`config.mk`:
```
export PLATFORM = sky130hd
export DESIGN_NAME = layered_color_mapper
export DESIGN_NICKNAME = d
export VERILOG_FILES = /design/src/rtl/color_mapper_pkg.sv /design/src/rtl/palette_ram.sv /design/src/rtl/layered_color_mapper.sv
export SDC_FILE = /design/constraint.sdc
export NUM_CORES = 1
export LEC_CHECK = 0
export CAP_MARGIN = 25
export CELL_PAD_IN_SITES_DETAIL_PLACEMENT = 1
export CELL_PAD_IN_SITES_GLOBAL_PLACEMENT = 1
export CORE_MARGIN = 3
export CORE_UTILIZATION = 50
export DETAILED_ROUTE_END_ITERATION = 12
export PLACE_DENSITY = 0.8
export SYNTH_ARGS = -nofsm -noshare
export SYNTH_HDL_FRONTEND = slang
export SYNTH_SLANG_ARGS = --single-unit
```
`constraint.sdc`:
```
create_clock -name Clk -period 4.85 [get_ports Clk]
set_clock_uncertainty 0.2 [all_clocks]
set_input_delay 0.97 -clock Clk [delete_from_list [all_inputs] [get_ports Clk]]
set_output_delay 0.97 -clock Clk [all_outputs]
set_load 0.005 [all_outputs]
```
`src/rtl/color_mapper_pkg.sv`:
```
// Shared types, constants and helpers for the layered color mapper.
package color_mapper_pkg;

  typedef struct packed {
    logic [7:0] r;
    logic [7:0] g;
    logic [7:0] b;
  } rgb_t;

  // Background gradient: blue falls off as DrawX increases.
  localparam logic [7:0] BG_R      = 8'h3F;
  localparam logic [7:0] BG_G      = 8'h00;
  localparam logic [7:0] BG_B_BASE = 8'h7F;

  localparam rgb_t PAL_BLACK  = '{r: 8'h00, g: 8'h00, b: 8'h00};
  localparam rgb_t PAL_YELLOW = '{r: 8'hFF, g: 8'hFF, b: 8'h00};
  localparam rgb_t PAL_BLUE   = '{r: 8'h00, g: 8'h00, b: 8'hFF};

  // Widest hit vector the priority encoder accepts.
  localparam int unsigned MAX_LAYERS = 32;

  typedef struct packed {
    logic       any;
    logic [4:0] idx;
  } prio_t;

  // Lowest set bit wins; idx is 0 when nothing is set.
  function automatic prio_t prio_encode(input logic [MAX_LAYERS-1:0] hit);
    prio_t res;
    res = '0;
    for (int i = MAX_LAYERS - 1; i >= 0; i--) begin
      if (hit[i]) begin
        res.any = 1'b1;
        res.idx = i[4:0];
      end
    end
    return res;
  endfunction

endpackage

```
`src/rtl/palette_ram.sv`:
```
// Run-time writable palette: synchronous write, combinational read,
// synchronous reset back to the power-on colors.
module palette_ram
  import color_mapper_pkg::*;
#(
  parameter int unsigned IDX_W   = 4,
  parameter int unsigned COLOR_W = 8
) (
  input  logic                 clk_i,
  input  logic                 rst_i,
  input  logic                 we_i,
  input  logic [IDX_W-1:0]     waddr_i,
  input  logic [3*COLOR_W-1:0] wdata_i,
  input  logic [IDX_W-1:0]     raddr_i,
  output logic [3*COLOR_W-1:0] rdata_o
);

  localparam int unsigned Depth = 1 << IDX_W;

  logic [3*COLOR_W-1:0] mem_q [Depth];

  // Left-justify an 8-bit channel into COLOR_W bits (truncate or zero-pad).
  function automatic logic [COLOR_W-1:0] chan_scale(input logic [7:0] c);
    logic [COLOR_W-1:0] o;
    o = '0;
    for (int k = 0; k < int'(COLOR_W); k++) begin
      if (k < 8) o[COLOR_W-1-k] = c[3'(7 - k)];
    end
    return o;
  endfunction

  function automatic logic [3*COLOR_W-1:0] rgb_scale(input rgb_t c);
    return {chan_scale(c.r), chan_scale(c.g), chan_scale(c.b)};
  endfunction

  // Reset reloads defaults and takes priority over a pending write.
  always_ff @(posedge clk_i) begin
    if (rst_i) begin
      for (int i = 0; i < int'(Depth); i++) begin
        if (i == 1)      mem_q[i] <= rgb_scale(PAL_YELLOW);
        else if (i == 2) mem_q[i] <= rgb_scale(PAL_BLUE);
        else             mem_q[i] <= rgb_scale(PAL_BLACK);
      end
    end else if (we_i) begin
      mem_q[waddr_i] <= wdata_i;
    end
  end

  // Read sees the pre-write contents in the cycle of a write.
  always_comb begin
    rdata_o = mem_q[raddr_i];
  end

endmodule

```
`src/rtl/layered_color_mapper.sv`:
```
// Two-stage pixel pipeline: priority-resolve object layers, then look up the
// palette (or background gradient) and apply the per-frame fade shift.
module layered_color_mapper
  import color_mapper_pkg::*;
#(
  parameter int unsigned          N_LAYERS  = 4,
  parameter int unsigned          IDX_W     = 4,
  parameter int unsigned          COLOR_W   = 8,
  parameter int unsigned          CLIP_Y    = 352,
  parameter logic [N_LAYERS-1:0]  CLIP_MASK = N_LAYERS'(4'b0010),
  localparam int unsigned         FL_W      = $clog2(COLOR_W + 1)
) (
  input  logic                      Clk,
  input  logic                      Reset,
  input  logic                      pix_valid,
  input  logic [9:0]                DrawX,
  input  logic [9:0]                DrawY,
  input  logic [N_LAYERS-1:0]       layer_hit,
  input  logic [N_LAYERS*IDX_W-1:0] layer_idx,
  input  logic                      pal_we,
  input  logic [IDX_W-1:0]          pal_addr,
  input  logic [3*COLOR_W-1:0]      pal_data,
  input  logic                      frame_start,
  input  logic                      fade_en,
  input  logic                      fade_dir,
  output logic [COLOR_W-1:0]        VGA_R,
  output logic [COLOR_W-1:0]        VGA_G,
  output logic [COLOR_W-1:0]        VGA_B,
  output logic                      out_valid,
  output logic [FL_W-1:0]           fade_level,
  output logic                      fade_done
);

  localparam logic [9:0]      ClipRow = CLIP_Y[9:0];
  localparam logic [FL_W-1:0] FadeMax = FL_W'(COLOR_W);

  // ---------------- Stage 1: clip and priority resolve ----------------
  logic                      y_clip;
  logic [N_LAYERS-1:0]       eff_hit;
  prio_t                     win;
  logic [IDX_W-1:0]          s1_idx_d;
  logic                      s1_valid_q, s1_any_q;
  logic [IDX_W-1:0]          s1_idx_q;
  logic [6:0]                s1_x_q;
  logic                      unused_drawx;

  assign unused_drawx = ^DrawX[2:0];

  // Drop clipped layers below the clip row, then pick the winner's palette index.
  always_comb begin
    y_clip   = (DrawY >= ClipRow);
    eff_hit  = layer_hit & ~(CLIP_MASK & {N_LAYERS{y_clip}});
    win      = prio_encode(MAX_LAYERS'(eff_hit));
    s1_idx_d = '0;
    for (int i = 0; i < int'(N_LAYERS); i++) begin
      if (win.idx == 5'(i)) s1_idx_d = layer_idx[i*IDX_W +: IDX_W];
    end
  end

  // Stage-1 registers; the stage advances every cycle, valid or not.
  always_ff @(posedge Clk) begin
    if (Reset) begin
      s1_valid_q <= 1'b0;
      s1_any_q   <= 1'b0;
      s1_idx_q   <= '0;
      s1_x_q     <= '0;
    end else begin
      s1_valid_q <= pix_valid;
      s1_any_q   <= win.any;
      s1_idx_q   <= s1_idx_d;
      s1_x_q     <= DrawX[9:3];
    end
  end

  // ---------------- Palette ----------------
  logic [3*COLOR_W-1:0] pal_rdata;

  palette_ram #(
    .IDX_W   (IDX_W),
    .COLOR_W (COLOR_W)
  ) u_palette (
    .clk_i   (Clk),
    .rst_i   (Reset),
    .we_i    (pal_we),
    .waddr_i (pal_addr),
    .wdata_i (pal_data),
    .raddr_i (s1_idx_q),
    .rdata_o (pal_rdata)
  );

  // ---------------- Fade engine ----------------
  logic [FL_W-1:0] fade_d, fade_q;

  // Saturating step, only on an enabled frame_start.
  always_comb begin
    fade_d = fade_q;
    if (frame_start && fade_en) begin
      if (fade_dir) begin
        if (fade_q != FadeMax) fade_d = fade_q + 1'b1;
      end else begin
        if (fade_q != '0) fade_d = fade_q - 1'b1;
      end
    end
  end

  // Fade level register.
  always_ff @(posedge Clk) begin
    if (Reset) fade_q <= '0;
    else       fade_q <= fade_d;
  end

  assign fade_level = fade_q;
  assign fade_done  = fade_dir ? (fade_q == FadeMax) : (fade_q == '0);

  // ---------------- Stage 2: color select and fade ----------------
  function automatic logic [COLOR_W-1:0] chan_scale(input logic [7:0] c);
    logic [COLOR_W-1:0] o;
    o = '0;
    for (int k = 0; k < int'(COLOR_W); k++) begin
      if (k < 8) o[COLOR_W-1-k] = c[3'(7 - k)];
    end
    return o;
  endfunction

  function automatic logic [COLOR_W-1:0] fade_shift(input logic [COLOR_W-1:0] c,
                                                     input logic [FL_W-1:0]    s);
    return (s >= FadeMax) ? '0 : (c >> s);
  endfunction

  logic [7:0]         bg_b;
  logic [COLOR_W-1:0] base_r, base_g, base_b;
  logic [COLOR_W-1:0] r_d, g_d, b_d, r_q, g_q, b_q;
  logic               valid_q;

  // Palette color or gradient, faded; blanked to 0 for invalid pixels.
  always_comb begin
    bg_b = BG_B_BASE - {1'b0, s1_x_q};
    if (s1_any_q) begin
      base_r = pal_rdata[3*COLOR_W-1 -: COLOR_W];
      base_g = pal_rdata[2*COLOR_W-1 -: COLOR_W];
      base_b = pal_rdata[COLOR_W-1:0];
    end else begin
      base_r = chan_scale(BG_R);
      base_g = chan_scale(BG_G);
      base_b = chan_scale(bg_b);
    end
    r_d = '0;
    g_d = '0;
    b_d = '0;
    if (s1_valid_q) begin
      r_d = fade_shift(base_r, fade_q);
      g_d = fade_shift(base_g, fade_q);
      b_d = fade_shift(base_b, fade_q);
    end
  end

  // Output registers.
  always_ff @(posedge Clk) begin
    if (Reset) begin
      r_q     <= '0;
      g_q     <= '0;
      b_q     <= '0;
      valid_q <= 1'b0;
    end else begin
      r_q     <= r_d;
      g_q     <= g_d;
      b_q     <= b_d;
      valid_q <= s1_valid_q;
    end
  end

  assign VGA_R     = r_q;
  assign VGA_G     = g_q;
  assign VGA_B     = b_q;
  assign out_valid = valid_q;

endmodule

```
==> results.py <==
metrics = {
    "outcome": {
        "outcome": "completed",
    },
    "timing": {
        "post-route-period-util_pct": 73.8,
        "hold_viol": 0,
        "period_minus_slack_ns": 3.58,
        "fin_setup_tns_ns": 0,
        "tightestPinTransition_ns": 1.02,
        "slew_headroom_pct": 31.8,
        "rsz0062_at_grt": "false",
        "slew_viol_final": 0,
        "fmax_mhz": 279,
        "finalWorstSetupSlack_ns": 1.27,
        "final-setup-viol-count": 0,
    },
    "critical_path": {
        "cp.arrival_ns": 3.85,
        "required_ns": 5.12,
        "cp_max_fo": 22,
        "cp-end-kind": "flip-flop",
        "worstSetupPathType": "reg -> reg",
        "crit_path_start_kind": "flip-flop",
    },
    "routing": {
        "first_pass_iters": 7,
        "drcViolationCount": 0,
        "drtIter0Drc": 1288,
        "wl_per_cell_um": 30.0,
        "ant_nets": 0,
        "via_per_inst": 6.26,
        "routed_wl_um": 61300,
        "via_count": 12800,
    },
    "yosys": {
        "synth.avg_cell_area_um2": 13.8,
        "netlist_instances": 1426,
        "synth_area_um2": 19700,
        "syn_nets": 1504,
        "ys.flop_type": "edfxtp_1",
        "ys_ff_latch": 423,
        "synth.distinct_cells": 66,
        "ys_warn_count": 0,
        "async_flop_share_pct": 0,
        "yosysSeqAreaShare_pct": 62.4,
        "synth-edff-count": 384,
    },
    "place": {
        "dp_cells": 1960,
        "dpl_cell_area_um2": 21100,
        "dp_hpwl_um": 36700,
        "gp_congestion": 0.962,
        "numPortBuffers": 93,
        "pre_cts_slack_ns": 0.918,
    },
    "power_and_ir_drop": {
        "switchingPower_mw": 2.14,
        "p_sw_share_pct": 24.2,
        "power.internal_mw": 6.71,
        "ir_drop_uv": 252,
        "powerDensity_nw_per_um2": 390,
        "p_clk_share_pct": 40.7,
        "p_seq_share_pct": 48.2,
        "p_leak_nw": 7.89,
        "combPwrFrac_pct": 11.0,
    },
    "min_path": {
        "hold_class": "reg -> reg",
    },
    "grt": {
        "met2_usage_pct": 48.6,
        "grt_pass1_wl_um": 90100,
        "grt_pass1_vias": 13900,
        "grtUsageMet3_pct": 7.02,
        "grt-ovfl-total": 0,
        "use_met1_pct": 38.1,
        "grt_max_degree": 51,
        "antenna_found_initial": 3,
        "grt.total_usage_pct": 29.7,
        "busiest_layer": "met2",
    },
    "clocking": {
        "cts_sinks": 423,
        "cts_tree": "built",
        "clock_path_buffers": 3,
        "ctsHtreeMaxLevel": 2,
        "clkLatencyLatePin_ns": 0.58,
        "numCtsBuffers": 45,
        "ctsResizeCount": 0,
        "cts-hold-fix-buffers": 0,
        "path_clk_slew_ns": 0.06,
        "cts-root-buf": "clkbuf_16",
        "post_cts_buffers": 0,
    },
    "cells_and_area": {
        "diodes": 0,
        "post-route-util_pct": 58.4,
        "fin_nets": 1567,
        "fin_cells": 2044,
        "fin_area_um2": 22700,
        "drive_above_1_share_pct": 14.7,
        "area_growth_pct": 14.8,
    },
    "run": {
        "maxCapViolCount": 0,
    },
    "die": {
        "start_util_pct": 50.9,
        "dieArea_um2": 41900,
        "die_h_um": 205,
        "core_area_um2": 38800,
        "row_count": 72,
        "ios": 105,
        "die_width_um": 205,
    },
}
## path summary, 6_finish.rpt
path | cells past startpoint | from | endpoint | slack (ns)
setup / recovery | 6 | flip-flop | VGA_G[4] | 1.27
hold / removal | 1 | s1_valid_q | out_valid | 0.29
setup reg to reg | 6 | flip-flop | VGA_G[4] | 1.27
hold reg to reg | 1 | s1_valid_q | out_valid | 0.29
## worst max-delay path, cell delays in order, from the launching register on
cell and delay [ns]:
dfxtp_4 0.60, and2_1 0.67, a221oi_1 0.32, o21ai_0 0.73, nand2_1 0.18, mux4_2 0.55, and2_1 0.19
## placed cells by master, fill, tap and decap left out, types with 15 or more instances in the layout
cell type        instances
nand2b_1                15
mux4_2                  63
buf_4                   35
or2_2                   20
mux2i_1                 68
a221oi_1                30
and2_1                 381
o21ai_0                 16
dfxtp_1                 35
nor2b_1                 15
nand2_1                 35
clkdlybuf4s50_1         93
nor3_1                  15
a21oi_1                 34
nor2_1                  36
edfxtp_1               384
clkbuf_16               50
## metal layers
layer	up-vias	wire length, um
met5	-	0
met4	0	2500
met3	171	5860
met2	705	29700
met1	6524	23300
li1	5401	-
## cell usage after synthesis, drive strengths merged, types with 31 or more instances
| library cell | number | area share, % |
|---|---|---|
| edfxtp | 384 | 58 |
| and2 | 381 | 12 |
| clkbuf | 81 | 1.5 |
| mux2i | 68 | 3.4 |
| mux4 | 65 | 7.5 |
| nor2 | 47 | 0.89 |
| dfxtp | 39 | 4.0 |
| nand2 | 35 | 0.67 |
| a21oi | 34 | 0.86 |
| a221oi | 31 | 1.4 |
| buf | 31 | 1.2 |
## state kept, by name (all words and copies together), names as in the netlist, named ones only
signal / count
VGA_B: 8
fade_level: 4
VGA_R: 8
VGA_G: 8
s1_valid_q: 1
u_palette.mem_q: 384
s1_any_q: 1
out_valid: 1
s1_x_q: 4
## logic make-up (layout without fill, tap and decap cells)
group           count (synthesis)  after routing  synth area share, %
mux                           143            143                 11.5
compound gates                159            159                 5.90
buf+inv                       127            227                 3.05
xor+xnor                        5              5                0.222
fa+ha+maj                       3              3                0.228
flops                         423            423                 62.4
simple gates                  566            566                 16.8
## power by group through the flow
stage	sequential, mW	clock, mW	combinational, mW
after floorplan	4.29	0	0.594
after global placement	4.31	0	0.931
after detailed placement	4.34	0	0.954
after CTS	4.27	3.63	0.965
after global routing	4.28	3.78	1.03
final	4.27	3.60	0.978
## stage by stage
step	power, mW	hold WS (ns)
final	8.85	0.287
after global routing	9.10	0.306
after CTS	8.86	0.288
after detailed placement	5.29	0.277
after global placement	5.24	0.270
after floorplan	4.88	0.254
## area by class of cell
class | count | area (um^2)
Multi-Input combinational cell | 876 | 6880
Inverter | 15 | 56.3
Clock inverter | 19 | 166
Sequential cell | 423 | 12300
Tap cell | 518 | 648
Clock buffer | 65 | 1400
Fill cell | 3714 | 16200
Timing Repair Buffer | 128 | 1190
No activity file was read; power rests on OpenSTA's default activity.
